**src/rtl/angle_step_ctrl.sv**
```systemverilog
// Purpose : paces and supervises the sawtooth angle generator from sparse angle samples.
// Latency : every output is registered; a sample strobed at edge k shows load/theta_load in cycle k+1.
// Backpr. : none; samples are accepted whenever they arrive, and load always wins over step.
//
// Ports:
//   clk, RESET_N     - clock, asynchronous active-low reset
//   enable           - run request; low forces IDLE
//   freq[1:0]        - 0: 60 Hz, 1: 50 Hz, 2: step every clock, 3: external pacing (no steps)
//   theta_valid/in   - one-cycle strobe qualifying a 10-bit measured angle
//   step, load       - one-cycle generator commands (never high together)
//   theta_load[9:0]  - accepted sample delivered with load
//   seq_dir          - 1 forward, 0 reverse
//   locked, timeout  - TRACK / HOLDOVER indicators
//   state[1:0]       - 0 IDLE, 1 ACQUIRE, 2 TRACK, 3 HOLDOVER
module angle_step_ctrl #(
   parameter int unsigned TIMEOUT_STEPS = 1024,
   parameter int unsigned HOLD_STEPS    = 4096
) (
   input  logic       clk,
   input  logic       RESET_N,
   input  logic       enable,
   input  logic [1:0] freq,
   input  logic       theta_valid,
   input  logic [9:0] theta_in,
   output logic       step,
   output logic       load,
   output logic [9:0] theta_load,
   output logic       seq_dir,
   output logic       locked,
   output logic       timeout,
   output logic [1:0] state
);

   typedef enum logic [1:0] {
      ST_IDLE     = 2'd0,
      ST_ACQUIRE  = 2'd1,
      ST_TRACK    = 2'd2,
      ST_HOLDOVER = 2'd3
   } state_e;

   localparam logic [15:0] TIMEOUT_LIM = 16'(TIMEOUT_STEPS);
   localparam logic [15:0] GIVEUP_LIM  = 16'(TIMEOUT_STEPS + HOLD_STEPS);

   state_e      state_q, state_d;
   logic        step_q, step_d;
   logic        load_q, load_d;
   logic [9:0]  theta_load_q, theta_load_d;
   logic        seq_dir_q, seq_dir_d;
   logic        locked_q, locked_d;
   logic        timeout_q, timeout_d;
   logic [8:0]  presc_q, presc_d;
   logic [15:0] silence_q, silence_d;
   logic [9:0]  last_theta_q, last_theta_d;
   logic        have_last_q, have_last_d;
   logic [1:0]  agree_q, agree_d;

   logic [8:0]  max_count;
   logic        term_cnt;
   logic [9:0]  delta;
   logic        dir_fwd;
   logic        dir_rev;
   logic        accept;
   logic        opposite;
   logic        running_d;

   always_comb begin
      max_count = 9'd408;
      case (freq)
         2'd1:    max_count = 9'd489;
         2'd2:    max_count = 9'd0;
         default: max_count = 9'd408;
      endcase
   end

   // ">=" rather than "==" so a freq change that leaves the count above the
   // new terminal value clears the prescaler on the very next edge.
   assign term_cnt = (presc_q >= max_count);

   // Modulo-1024 difference; 0 and 512 carry no direction information.
   assign delta    = theta_in - last_theta_q;
   assign dir_fwd  = (delta != 10'd0) && !delta[9];
   assign dir_rev  = delta[9] && (delta != 10'd512);
   assign opposite = seq_dir_q ? dir_rev : dir_fwd;

   // Samples are ignored while disabled or while still sitting in IDLE.
   assign accept   = enable && theta_valid && (state_q != ST_IDLE);

   always_comb begin
      state_d      = state_q;
      load_d       = 1'b0;
      theta_load_d = theta_load_q;
      seq_dir_d    = seq_dir_q;
      agree_d      = agree_q;
      last_theta_d = last_theta_q;
      have_last_d  = have_last_q;

      if (!enable) begin
         state_d = ST_IDLE;
      end else begin
         case (state_q)
            ST_IDLE: begin
               state_d = ST_ACQUIRE;
            end
            ST_ACQUIRE: begin
               if (accept && have_last_q && (dir_fwd || dir_rev)) begin
                  load_d    = 1'b1;
                  seq_dir_d = dir_fwd;
                  agree_d   = 2'd0;
                  state_d   = ST_TRACK;
               end
            end
            ST_TRACK: begin
               if (accept) begin
                  load_d = 1'b1;
                  // Direction needs three consecutive opposing deltas to flip.
                  if (opposite) begin
                     if (agree_q == 2'd2) begin
                        seq_dir_d = ~seq_dir_q;
                        agree_d   = 2'd0;
                     end else begin
                        agree_d = agree_q + 2'd1;
                     end
                  end else begin
                     agree_d = 2'd0;
                  end
               end else if (silence_q >= TIMEOUT_LIM) begin
                  state_d = ST_HOLDOVER;
               end
            end
            ST_HOLDOVER: begin
               if (accept) begin
                  load_d  = 1'b1;
                  agree_d = 2'd0;
                  state_d = ST_TRACK;
               end else if (silence_q >= GIVEUP_LIM) begin
                  state_d = ST_ACQUIRE;
               end
            end
            default: state_d = ST_IDLE;
         endcase
      end

      if (state_q == ST_IDLE) begin
         have_last_d = 1'b0;
      end
      if (accept) begin
         last_theta_d = theta_in;
         have_last_d  = 1'b1;
      end
      if (load_d) begin
         theta_load_d = theta_in;
      end
   end

   // Step is gated on the state being entered so that the last HOLDOVER
   // cycle before giving up emits no pulse, while TRACK->HOLDOVER keeps pacing.
   assign running_d = (state_d == ST_TRACK) || (state_d == ST_HOLDOVER);

   always_comb begin
      step_d = term_cnt && running_d && (freq != 2'd3) && !load_d;

      presc_d = presc_q + 9'd1;
      if ((state_d == ST_IDLE) || load_d || term_cnt) begin
         presc_d = 9'd0;
      end

      silence_d = silence_q;
      if ((state_d == ST_IDLE) || accept) begin
         silence_d = 16'd0;
      end else if (step_d && (silence_q != 16'hFFFF)) begin
         silence_d = silence_q + 16'd1;
      end

      locked_d  = (state_d == ST_TRACK);
      timeout_d = (state_d == ST_HOLDOVER);
   end

   always_ff @(posedge clk or negedge RESET_N) begin
      if (!RESET_N) begin
         state_q      <= ST_IDLE;
         step_q       <= 1'b0;
         load_q       <= 1'b0;
         theta_load_q <= 10'd0;
         seq_dir_q    <= 1'b1;
         locked_q     <= 1'b0;
         timeout_q    <= 1'b0;
         presc_q      <= 9'd0;
         silence_q    <= 16'd0;
         last_theta_q <= 10'd0;
         have_last_q  <= 1'b0;
         agree_q      <= 2'd0;
      end else begin
         state_q      <= state_d;
         step_q       <= step_d;
         load_q       <= load_d;
         theta_load_q <= theta_load_d;
         seq_dir_q    <= seq_dir_d;
         locked_q     <= locked_d;
         timeout_q    <= timeout_d;
         presc_q      <= presc_d;
         silence_q    <= silence_d;
         last_theta_q <= last_theta_d;
         have_last_q  <= have_last_d;
         agree_q      <= agree_d;
      end
   end

   assign step       = step_q;
   assign load       = load_q;
   assign theta_load = theta_load_q;
   assign seq_dir    = seq_dir_q;
   assign locked     = locked_q;
   assign timeout    = timeout_q;
   assign state      = state_q;

endmodule

```
**config.mk**
```make
export PLATFORM = sky130hd
export DESIGN_NAME = angle_step_ctrl
export DESIGN_NICKNAME = d
export VERILOG_FILES = /design/src/rtl/angle_step_ctrl.sv
export SDC_FILE = /design/constraint.sdc
export NUM_CORES = 1
export LEC_CHECK = 0
export CAP_MARGIN = 20
export CORE_MARGIN = 2
export CORE_UTILIZATION = 61
export CTS_CLUSTER_DIAMETER = 100
export DETAILED_ROUTE_END_ITERATION = 16
export PLACE_DENSITY = 0.85
export SYNTH_ARGS = -nofsm -noshare
export SYNTH_HDL_FRONTEND = slang
export SYNTH_SLANG_ARGS = --single-unit
export TNS_END_PERCENT = 5
```
**constraint.sdc**
```tcl
create_clock -name clk -period 7.7 [get_ports clk]
set_clock_uncertainty 0.05 [all_clocks]
set_input_delay 0.77 -clock clk [delete_from_list [all_inputs] [get_ports clk]]
set_output_delay 0.77 -clock clk [all_outputs]
set_load 0.05 [all_outputs]
```
==> metrics.md, run 1 <==
| Metric | Value |
|---|---|
| Outcome | `finished, final reports clean` |
| P_int | `0.546 mW` |
| VDD IR-drop max | `0.000191 V` |
| Async SR Flop Fraction | `100%` |
| Fin. max-slew vios | `0` |
| Yosys cell types | `51` |
| Setup TNS | `0 ns` |
| Largest net degree at the start of global routing | `56` |
| CORE AREA | `0.00507 mm2` |
| Tcrit/Tclk final | `63.8%` |
| Top FF cell, synth | `dfrtp_1` |
| DRC | `0` |
| Worst R2R Start | `last_theta_q[0]$_DFFE_PN0P_` |
| Die ar. | `0.00582 mm2` |
| Clock Pin Slew Worst Setup and Hold Paths | `0.10 ns` |
| Gates resized, CTS repair | `0` |
| Commonest cells in the netlist | `dfrtp_1, nand2_1, ha_1, nor2_1` |
| Die span in y | `76.3 um` |
| Sw Pwr | `0.303 mW` |
| WHS | `0.432 ns` |
| Post-layout nets | `412` |
| Synth Register Bits | `55` |
| CTS Hold Buffers Added | `0` |
| Cells after Synth | `341` |
| CP endpoint | `silence_q[15]$_DFFE_PN0P_` |
| Sequential cell area fraction in the yosys report | `43.2%` |
| Comb pwr share | `35.6%` |
| Die Wd | `76.3 um` |
| Wire per inst | `14.2 um` |
| PwrDens | `231 mW/mm2` |
| Total gr overflow | `0` |
| Initial Util | `62.8%` |
| Flop2flop setup slack | `3.36 ns` |
| Final setup violating endpoints | `0` |
| Critical path class | `input pin to register` |
| Drt pass-1 iters | `4` |
| Final Hold Viols | `0` |
| Fmax | `0.204 GHz` |
| Global-route wire length before repair | `11600 um` |
| Cell area after synthesis | `0.00319 mm2` |
| Max transition margin | `42.5%` |
| CTS tree | `yes` |
| Count leader, synth | `dfrtp_1` |
| Dpl hpwl | `4500 um` |
| TritonCTS Buffers | `5` |
| Root buffer cell | `clkbuf_8` |
| Avg Cell Area, Syn | `9.35 um2` |
| Synth top area share | `42.4%` |
| Hold Path Class | `register to register` |
| Post-CTS setup repair buffer count | `0` |
| Yosys Warn Count | `0` |
| Routability congestion estimate | `0.899` |
| Required time of the critical path | `7.89 ns` |
| EDFF count, synth | `0` |
| Share of cells above drive strength 1 | `7.22%` |
| Vias in the first global route | `2525` |
| CP startpoint | `theta_in[0]` |
| Port buffer count | `32` |
| Flop pwr share | `41.1%` |
| Ant diodes | `0` |
| Switching share of power | `35.6%` |
| Average vias per placed instance | `5.76` |
| Worst Tran Pin Value | `0.861 ns` |
| Antenna viol nets, final | `0` |
| Critical path data arrival time | `5.10 ns` |
| Worst setup SP type | `input pin` |
| Syn nets | `380` |
| Crit Path Max Fanout | `27` |
| Post-layout min period | `4.91 ns` |
| Row count | `26` |
| R2R depth | `11` |
| IO Count | `33` |
| Leak | `1.69 nW` |
| Fin util | `72.6%` |
| Area contributors post-synth | `dfrtp_1, ha_1, nand2_1` |
| DR iter-0 viols | `162` |
| Max Cap Violations | `0` |
| Clk_lat worst skew | `0.31 ns` |
| Post-synth top area cell | `dfrtp_1` |
| Worst r2r dst | `silence_q[15]$_DFFE_PN0P_` |
| H-Tree Depth | `2` |
| Critical Path End Type | `register` |
| Clock network power share | `23.3%` |
| Longest Clk Path Bufs | `2` |
| Clock sink total | `55` |
| Initial antenna violation count | `0` |
| GRT Resource Usage Total | `24.1%` |
| P&R area growth vs syn | `15.5%` |
| Routed wire length | `6320 um` |
| Vias | `2556` |
| RSZ-0062 raised after global routing | `no` |
-- sequential cells by signal (all words and copies together), names as in the netlist, 2 cells and up --
signal	count
silence_q	16
last_theta_q	10
theta_load	10
presc_q	9
agree_q	2
state	2
-- cell usage in the layout (no fill, tap or decap), types with 4 or more instances in the layout --
cell,count
dfrtp_1,54
nand2_1,51
clkdlybuf4s50_1,31
nor2_1,22
ha_1,22
inv_1,20
nand3_1,20
o21ai_0,18
a21oi_1,18
mux2_2,9
xor2_1,8
nand2b_1,7
or3_1,7
xnor2_1,6
o31ai_1,6
clkbuf_8,6
a21o_1,5
a31oi_1,5
or4_1,5
nor2b_1,4
and2_1,4
-- layer usage --
metal,up-vias,GRT usage (%),part of all wire (%)
met2,56,39.9,48
met4,0,6.00,1.2
met5,-,0,0
li1,1265,-,-
met1,1228,33.4,47
met3,7,4.03,3.9
-- final cells by class --
type	count	area [um2]
clock inverters	2	35.0
clock buffers	6	82.6
repair buffers	34	330
multi-input cells	256	1690
inverters	21	78.8
well taps	70	87.6
fillers	400	1390
flip-flops and latches	55	1380
-- power groups by stage --
stage	combinational (mW)	sequential [mW]	clock (mW)
floorplan	0.134	0.426	0
global placement	0.291	0.353	0
detailed placement	0.299	0.355	0
CTS	0.302	0.349	0.202
global route	0.327	0.355	0.212
finish	0.302	0.349	0.198
-- how the worst min path moves through the flow --
stage                                            from  cells past startpoint  slack, ns                           to
final                       theta_load[5]$_DFFE_PN0P_                      2       0.43    theta_load[5]$_DFFE_PN0P_
after global placement      theta_load[4]$_DFFE_PN0P_                      2       0.41    theta_load[4]$_DFFE_PN0P_
after detailed placement    theta_load[4]$_DFFE_PN0P_                      2       0.42    theta_load[4]$_DFFE_PN0P_
after CTS                   theta_load[4]$_DFFE_PN0P_                      2       0.44    theta_load[4]$_DFFE_PN0P_
after floorplan           last_theta_q[0]$_DFFE_PN0P_                      2       0.40  last_theta_q[0]$_DFFE_PN0P_
after global routing        theta_load[8]$_DFFE_PN0P_                      2       0.48    theta_load[8]$_DFFE_PN0P_
-- worst max-delay path, stage by stage --
cell             delay (ns)
clkdlybuf4s50_1        0.45
inv_1                  0.05
ha_1                   0.21
fa_1                   0.42
xor2_1                 0.15
o2111ai_1              0.13
a31oi_1                0.16
or4b_1                 0.48
or3_1                  0.41
o311ai_4               0.73
nand4b_4               0.39
or4_1                  0.58
a21oi_1                0.16
-- through the flow --
step / setup WS [ns] / instance area (um2) / std cells / total power [mW]
after detailed placement: 2.50 / 3560 / 436 / 0.654
after CTS: 2.78 / 3680 / 444 / 0.852
after global placement: 2.64 / 3560 / 436 / 0.644
after global routing: 2.60 / 3680 / 444 / 0.894
after floorplan: 3.78 / 3190 / 341 / 0.561
final: 2.79 / 3680 / 444 / 0.849
-- cell families after synthesis --
family	count (synthesis)	synth area share, %
AOI/OAI and AO/OA	71	14.7
xor gates and xnor gates	14	3.85
adders and majority gates	23	9.26
buffers and inverters	30	3.77
DFF	55	43.2
muxes	10	3.49
and+or+nand+nor	138	21.7
Power figures use the tool's default switching activity.
==> inputs of run 2 (changes only) <==
- CORE_UTILIZATION: 61 -> 51
- PLACE_DENSITY: 0.85 -> 0.76
- clock period: 7.7 -> 4.3 ns (I/O delays scaled with it)
==> metrics.md, run 2 (synthesis results as in run 1) <==
| Metric | Value |
|---|---|
| TritonCTS Buffers | `5 (unchanged)` |
| Commonest cells after routing, fill and taps aside | `dfrtp_1, nand2_1, clkdlybuf4s50_1` |
| Vias | `2545 (-0.43%)` |
| CTS Hold Buffers Added | `0 (unchanged)` |
| Clk_lat worst skew | `0.31 ns (about the same)` |
| Worst r2r dst | `silence_q[6]$_DFFE_PN0P_` |
| Final Hold Viols | `0 (unchanged)` |
| Port buffer count | `32 (unchanged)` |
| Routed wire length | `6260 um (-0.90%)` |
| Commonest non-fill, non-tap cell in the layout | `dfrtp_1` |
| DRC | `0 (unchanged)` |
| Routability congestion estimate | `0.859 (-4.5%)` |
| Tcrit/Tclk final | `93.0%` |
| Ant diodes | `0 (unchanged)` |
| Share of cells above drive strength 1 | `7.96% (+0.74 points)` |
| Flop2flop setup slack | `0.55 ns (-2.81 ns)` |
| Initial Util | `53.2% (-9.6 points)` |
| Average vias per placed instance | `5.63 (-2.2%)` |
| Die Wd | `83.1 um (+8.9%)` |
| Area of all sequential standard cells | `0.00138 mm2 (unchanged)` |
| Outcome | `finished, final reports clean` |
| Dpl hpwl | `4540 um (+0.77%)` |
| CP startpoint | `theta_in[0]` |
| Clock Pin Slew Worst Setup and Hold Paths | `0.10 ns (about the same)` |
| Antenna viol nets, final | `0 (unchanged)` |
| Required time of the critical path | `4.48 ns (-3.41 ns)` |
| Drt pass-1 iters | `4 (unchanged)` |
| Fmax | `0.250 GHz` |
| CTS tree | `yes` |
| WHS | `0.181 ns (-0.251 ns)` |
| CORE AREA | `0.00599 mm2 (+18%)` |
| Max transition margin | `54.7% (+12 points)` |
| PwrDens | `389 mW/mm2 (+69%)` |
| DR iter-0 viols | `116 (-28%)` |
| Worst Tran Pin Value | `0.679 ns (-0.181 ns)` |
| Longest Clk Path Bufs | `2 (unchanged)` |
| Fin. max-slew vios | `0 (unchanged)` |
| Max Cap Violations | `0 (unchanged)` |
| Die ar. | `0.00690 mm2 (+19%)` |
| GRT Resource Usage Total | `19.2% (-4.9 points)` |
| Critical Path End Type | `register` |
| Max FFs per register | `16 (unchanged)` |
| Hold Path Class | `input pin to async pin` |
| H-Tree Depth | `2 (unchanged)` |
| Post-layout min period | `4.00 ns` |
| IO Count | `33 (unchanged)` |
| Gates resized, CTS repair | `0 (unchanged)` |
| Worst setup SP type | `input pin` |
| VDD IR-drop max | `0.000348 V (+82%)` |
| Fillers | `512 (+28%)` |
| Critical path class | `input pin to register` |
| Largest net degree at the start of global routing | `56 (unchanged)` |
| Worst R2R Start | `last_theta_q[0]$_DFFE_PN0P_` |
| Die span in y | `83.1 um (+8.9%)` |
| Critical path data arrival time | `4.18 ns (-0.92 ns)` |
| P&R area growth vs syn | `15.5% (about the same)` |
| Clock sink total | `55 (unchanged)` |
| Vias in the first global route | `2468 (-2.3%)` |
| Root buffer cell | `clkbuf_8` |
| RSZ-0062 raised after global routing | `no` |
| Setup TNS | `0 ns (unchanged)` |
| CP endpoint | `silence_q[6]$_DFFE_PN0P_` |
| Wire per inst | `13.8 um (-2.7%)` |
| Area of the multi-input gates | `0.00169 mm2 (unchanged)` |
| Global-route wire length before repair | `11000 um (-4.5%)` |
| Crit Path Max Fanout | `17 (-37%)` |
| Leak | `1.69 nW (about the same)` |
| Post-layout nets | `416 (+0.97%)` |
| Post-CTS setup repair buffer count | `0 (unchanged)` |
| R2R depth | `12 (+1)` |
| Final setup violating endpoints | `0 (unchanged)` |
| Initial antenna violation count | `0 (unchanged)` |
| Row count | `28 (+7.7%)` |
| Reg with most FFs | `silence_q` |
| Total gr overflow | `0 (unchanged)` |
[run 2: cell count changes in the layout (fill, tap and decap cells not counted), sizes merged]
cell	change
buf	+4
clkbuf	-1
clkinv	+1
bufinv	-1
[run 2: where the power goes]
group	internal [mW]	switching, mW
registers	0.584	0.0399
logic	0.207	0.328
clock network	0.112	0.163
total	0.902	0.531
[run 2: final cells by class]
class                      count  share of cell area, %
tap                           75                   2.55
timing repair buffer          38                   9.78
clock buffer                   5                   1.87
clock inverter                 2                  0.374
inverter                      21                   2.14
multi-input combinational    256                   45.9
sequential                    55                   37.4
[run 2: worst min path at each step]
stage	from	end	cells after the start
finish	RESET_N	theta_load[6]$_DFFE_PN0P_	2
global route	RESET_N	theta_load[6]$_DFFE_PN0P_	2
CTS	RESET_N	theta_load[6]$_DFFE_PN0P_	2
detailed placement	theta_load[6]$_DFFE_PN0P_	theta_load[6]$_DFFE_PN0P_	2
global placement	theta_load[4]$_DFFE_PN0P_	theta_load[4]$_DFFE_PN0P_	2
floorplan	RESET_N	agree_q[0]$_DFFE_PN0P_	0
[run 2: worst max-delay path, stage by stage]
cell and delay (ns):
clkdlybuf4s50_1 0.45, inv_1 0.06, ha_1 0.22, fa_1 0.40, xor2_1 0.16, o2111ai_1 0.14
a31oi_1 0.14, or4b_1 0.45, or3_1 0.40, o311ai_4 0.33, nand4b_4 0.27, buf_4 0.25
or3_1 0.31, a21oi_1 0.15
[run 2: layer usage]
layer	routed length (um)	up-vias	share of wire [%]	global-route usage [%]
li1	-	1270	-	-
met1	3050	1233	49	26.8
met2	2940	37	47	30.8
met3	206	5	3.3	3.38
met4	62	0	0.99	5.37
met5	0	-	0	0
[run 2: per-stage QoR]
step	instances	setup WS, ns	util, %	area [um2]	power (mW)
floorplan	341	0.719	-	3190	1.00
global placement	445	0.112	60.1	3600	1.15
detailed placement	445	0.00871	60.1	3600	1.17
CTS	452	0.316	61.5	3680	1.45
global route	452	0.00666	61.5	3680	1.52
finish	452	0.303	61.5	3680	1.43
==> inputs of run 3 (changes only) <==
- SETUP_SLACK_MARGIN: not set -> 0.2
==> metrics.md, run 3 (synthesis results as in run 1) <==
| Metric | Value |
|---|---|
| Largest net degree at the start of global routing | `56 (unchanged)` |
| Total gr overflow | `0 (unchanged)` |
| Comb pwr share | `37.6% (+0.3 points)` |
| Fin cells | `460 (+1.8%)` |
| Required time of the critical path | `4.48 ns (about the same)` |
| P_int | `0.905 mW (+0.35%)` |
| Flop pwr share | `43.3% (-0.2 points)` |
| Vias in the first global route | `2468 (unchanged)` |
| DRC | `0 (unchanged)` |
| Met2 Usage GRT | `30.8% (unchanged)` |
| Die ar. | `0.00690 mm2 (unchanged)` |
| Port buffer count | `32 (unchanged)` |
| Area of the multi-input gates | `0.00173 mm2 (+2.1%)` |
| Longest Clk Path Bufs | `2 (unchanged)` |
| Critical path class | `input pin to register` |
| Root buffer cell | `clkbuf_8` |
| Die span in y | `83.1 um (unchanged)` |
| Met3 Track Usage GR | `3.38% (unchanged)` |
| CTS tree | `yes` |
| Initial Util | `53.2% (unchanged)` |
| TritonCTS Buffers | `5 (unchanged)` |
| WHS | `0.181 ns (-0.000298 ns)` |
| Routed wire length | `6560 um (+4.8%)` |
| Fin. max-slew vios | `0 (unchanged)` |
| Clock network power share | `19.1% (about the same)` |
| Commonest non-fill, non-tap cell in the layout | `dfrtp_1` |
| Fillers | `501 (-2.1%)` |
| Fmax | `0.252 GHz (+0.75%)` |
| Pre-CTS WS | `0.00871 ns (unchanged)` |
| Leak | `1.82 nW (+7.8%)` |
| Placed cells | `445 (unchanged)` |
| GRT Max-Usage Layer | `met2` |
| Final setup violating endpoints | `0 (unchanged)` |
| RSZ-0062 raised after global routing | `yes` |
| Final Power | `1.44 mW (+0.49%)` |
| Max FFs per register | `16 (unchanged)` |
| Sw Pwr | `0.534 mW (+0.73%)` |
| Wire per inst | `14.3 um (+3.0%)` |
| Crit Path Max Fanout | `6 (-11)` |
| Average vias per placed instance | `5.61 (-0.35%)` |
| Outcome | `finished, final reports clean` |
| DR iter-0 viols | `129 (+11%)` |
| Ant diodes | `0 (unchanged)` |
| Row count | `28 (unchanged)` |
| Hold Path Class | `input pin to async pin` |
| Clock Pin Slew Worst Setup and Hold Paths | `0.10 ns (about the same)` |
| Drt pass-1 iters | `4 (unchanged)` |
| Max Cap Violations | `0 (unchanged)` |
| Commonest cells after routing, fill and taps aside | `dfrtp_1, nand2_1, clkdlybuf4s50_1` |
| Final WS setup | `0.332 ns (+0.0296 ns)` |
| Post-layout min period | `3.97 ns (-0.0296 ns)` |
| Global-route wire length before repair | `11000 um (unchanged)` |
| Area of all sequential standard cells | `0.00138 mm2 (unchanged)` |
| Clk_lat worst skew | `0.31 ns (about the same)` |
| Switching share of power | `37.1% (+0.088 points)` |
| IO Count | `33 (unchanged)` |
| VDD IR-drop max | `0.000347 V (-0.14%)` |
| GRT Resource Usage Total | `19.2% (unchanged)` |
| CORE AREA | `0.00599 mm2 (unchanged)` |
| Die Wd | `83.1 um (unchanged)` |
| Tcrit/Tclk final | `92.3% (-0.69 points)` |
| Initial antenna violation count | `0 (unchanged)` |
| Clock sink total | `55 (unchanged)` |
| Antenna viol nets, final | `0 (unchanged)` |
| P&R area growth vs syn | `18.5%` |
| PwrDens | `381 mW/mm2 (-2.0%)` |
| Dpl hpwl | `4540 um (unchanged)` |
| Critical path data arrival time | `4.15 ns (-0.03 ns)` |
| Routing usage on met1 | `26.8% (unchanged)` |
| Final Hold Viols | `0 (unchanged)` |
| Post-layout nets | `424 (+1.9%)` |
| Setup TNS | `0 ns (unchanged)` |
| Vias | `2581 (+1.4%)` |
| Critical Path End Type | `register` |
| Routability congestion estimate | `0.859 (unchanged)` |
| Max transition margin | `54.7% (about the same)` |
| Share of cells above drive strength 1 | `10.6% (+2.7 points)` |
| Worst Tran Pin Value | `0.679 ns (-0.000552 ns)` |
| Worst setup SP type | `input pin` |
| Reg with most FFs | `silence_q` |
| H-Tree Depth | `2 (unchanged)` |
==> run 3: metrics by stage <==
step,instance area [um2],util [%]
6_report,3780,63.1
3_3_place_gp,3600,60.1
5_1_grt,3780,63.1
2_1_floorplan,3190,-
3_5_place_dp,3600,60.1
4_1_cts,3680,61.5
==> run 3: final timing paths <==
path                                              from                        end  slack [ns]  cells after the start
max                                        theta_in[0]  silence_q[14]$_DFFE_PN0P_        0.33                     14
min                                            RESET_N  theta_load[6]$_DFFE_PN0P_        0.18                      2
max reg2reg                last_theta_q[0]$_DFFE_PN0P_  silence_q[14]$_DFFE_PN0P_        0.58                     12
min reg2reg                  theta_load[6]$_DFFE_PN0P_  theta_load[6]$_DFFE_PN0P_        0.43                      2
max in group asynchronous                      RESET_N         state[0]$_DFF_PN0_        3.56                      2
min in group clk             theta_load[6]$_DFFE_PN0P_  theta_load[6]$_DFFE_PN0P_        0.43                      2
==> run 3: worst max-delay path: stages <==
cell and delay, ns:
clkdlybuf4s50_1 0.45, inv_1 0.06, ha_1 0.22, fa_2 0.54
o2111ai_1 0.11, a31oi_1 0.14, or4b_4 0.47, or3_4 0.39
o311ai_4 0.29, buf_4 0.18, nand4b_4 0.15, buf_6 0.17
or4_1 0.39, a21oi_1 0.15
==> run 3: routing by layer <==
layer | up-vias | part of all wire (%)
met3 | 7 | 3.9
met2 | 47 | 47
met4 | 0 | 1.1
met1 | 1235 | 48
met5 | - | 0
li1 | 1292 | -
==> run 3: power by group through the flow <==
| stage | Combinational [mW] | Clock [mW] | Sequential [mW] |
|---|---|---|---|
| after floorplan | 0.240 | 0 | 0.764 |
| after global placement | 0.524 | 0 | 0.630 |
| after detailed placement | 0.534 | 0 | 0.634 |
| after CTS | 0.537 | 0.286 | 0.624 |
| after global routing | 0.594 | 0.301 | 0.633 |
| final | 0.541 | 0.275 | 0.624 |
==> run 3: layout make-up <==
type	count	share of cell area (%)
inverters	21	2.09
repair buffers	45	11.1
multi-input cells	257	45.7
well taps	75	2.48
clock inverters	2	0.364
clock buffers	5	1.82
flip-flops and latches	55	36.5
==> run 3: what timing repair did <==
action,4_1_cts,5_1_grt
buffers inserted,0,7
hold buffers,0,0
endpoints found under the setup margin,0,9
gates resized for setup,0,6
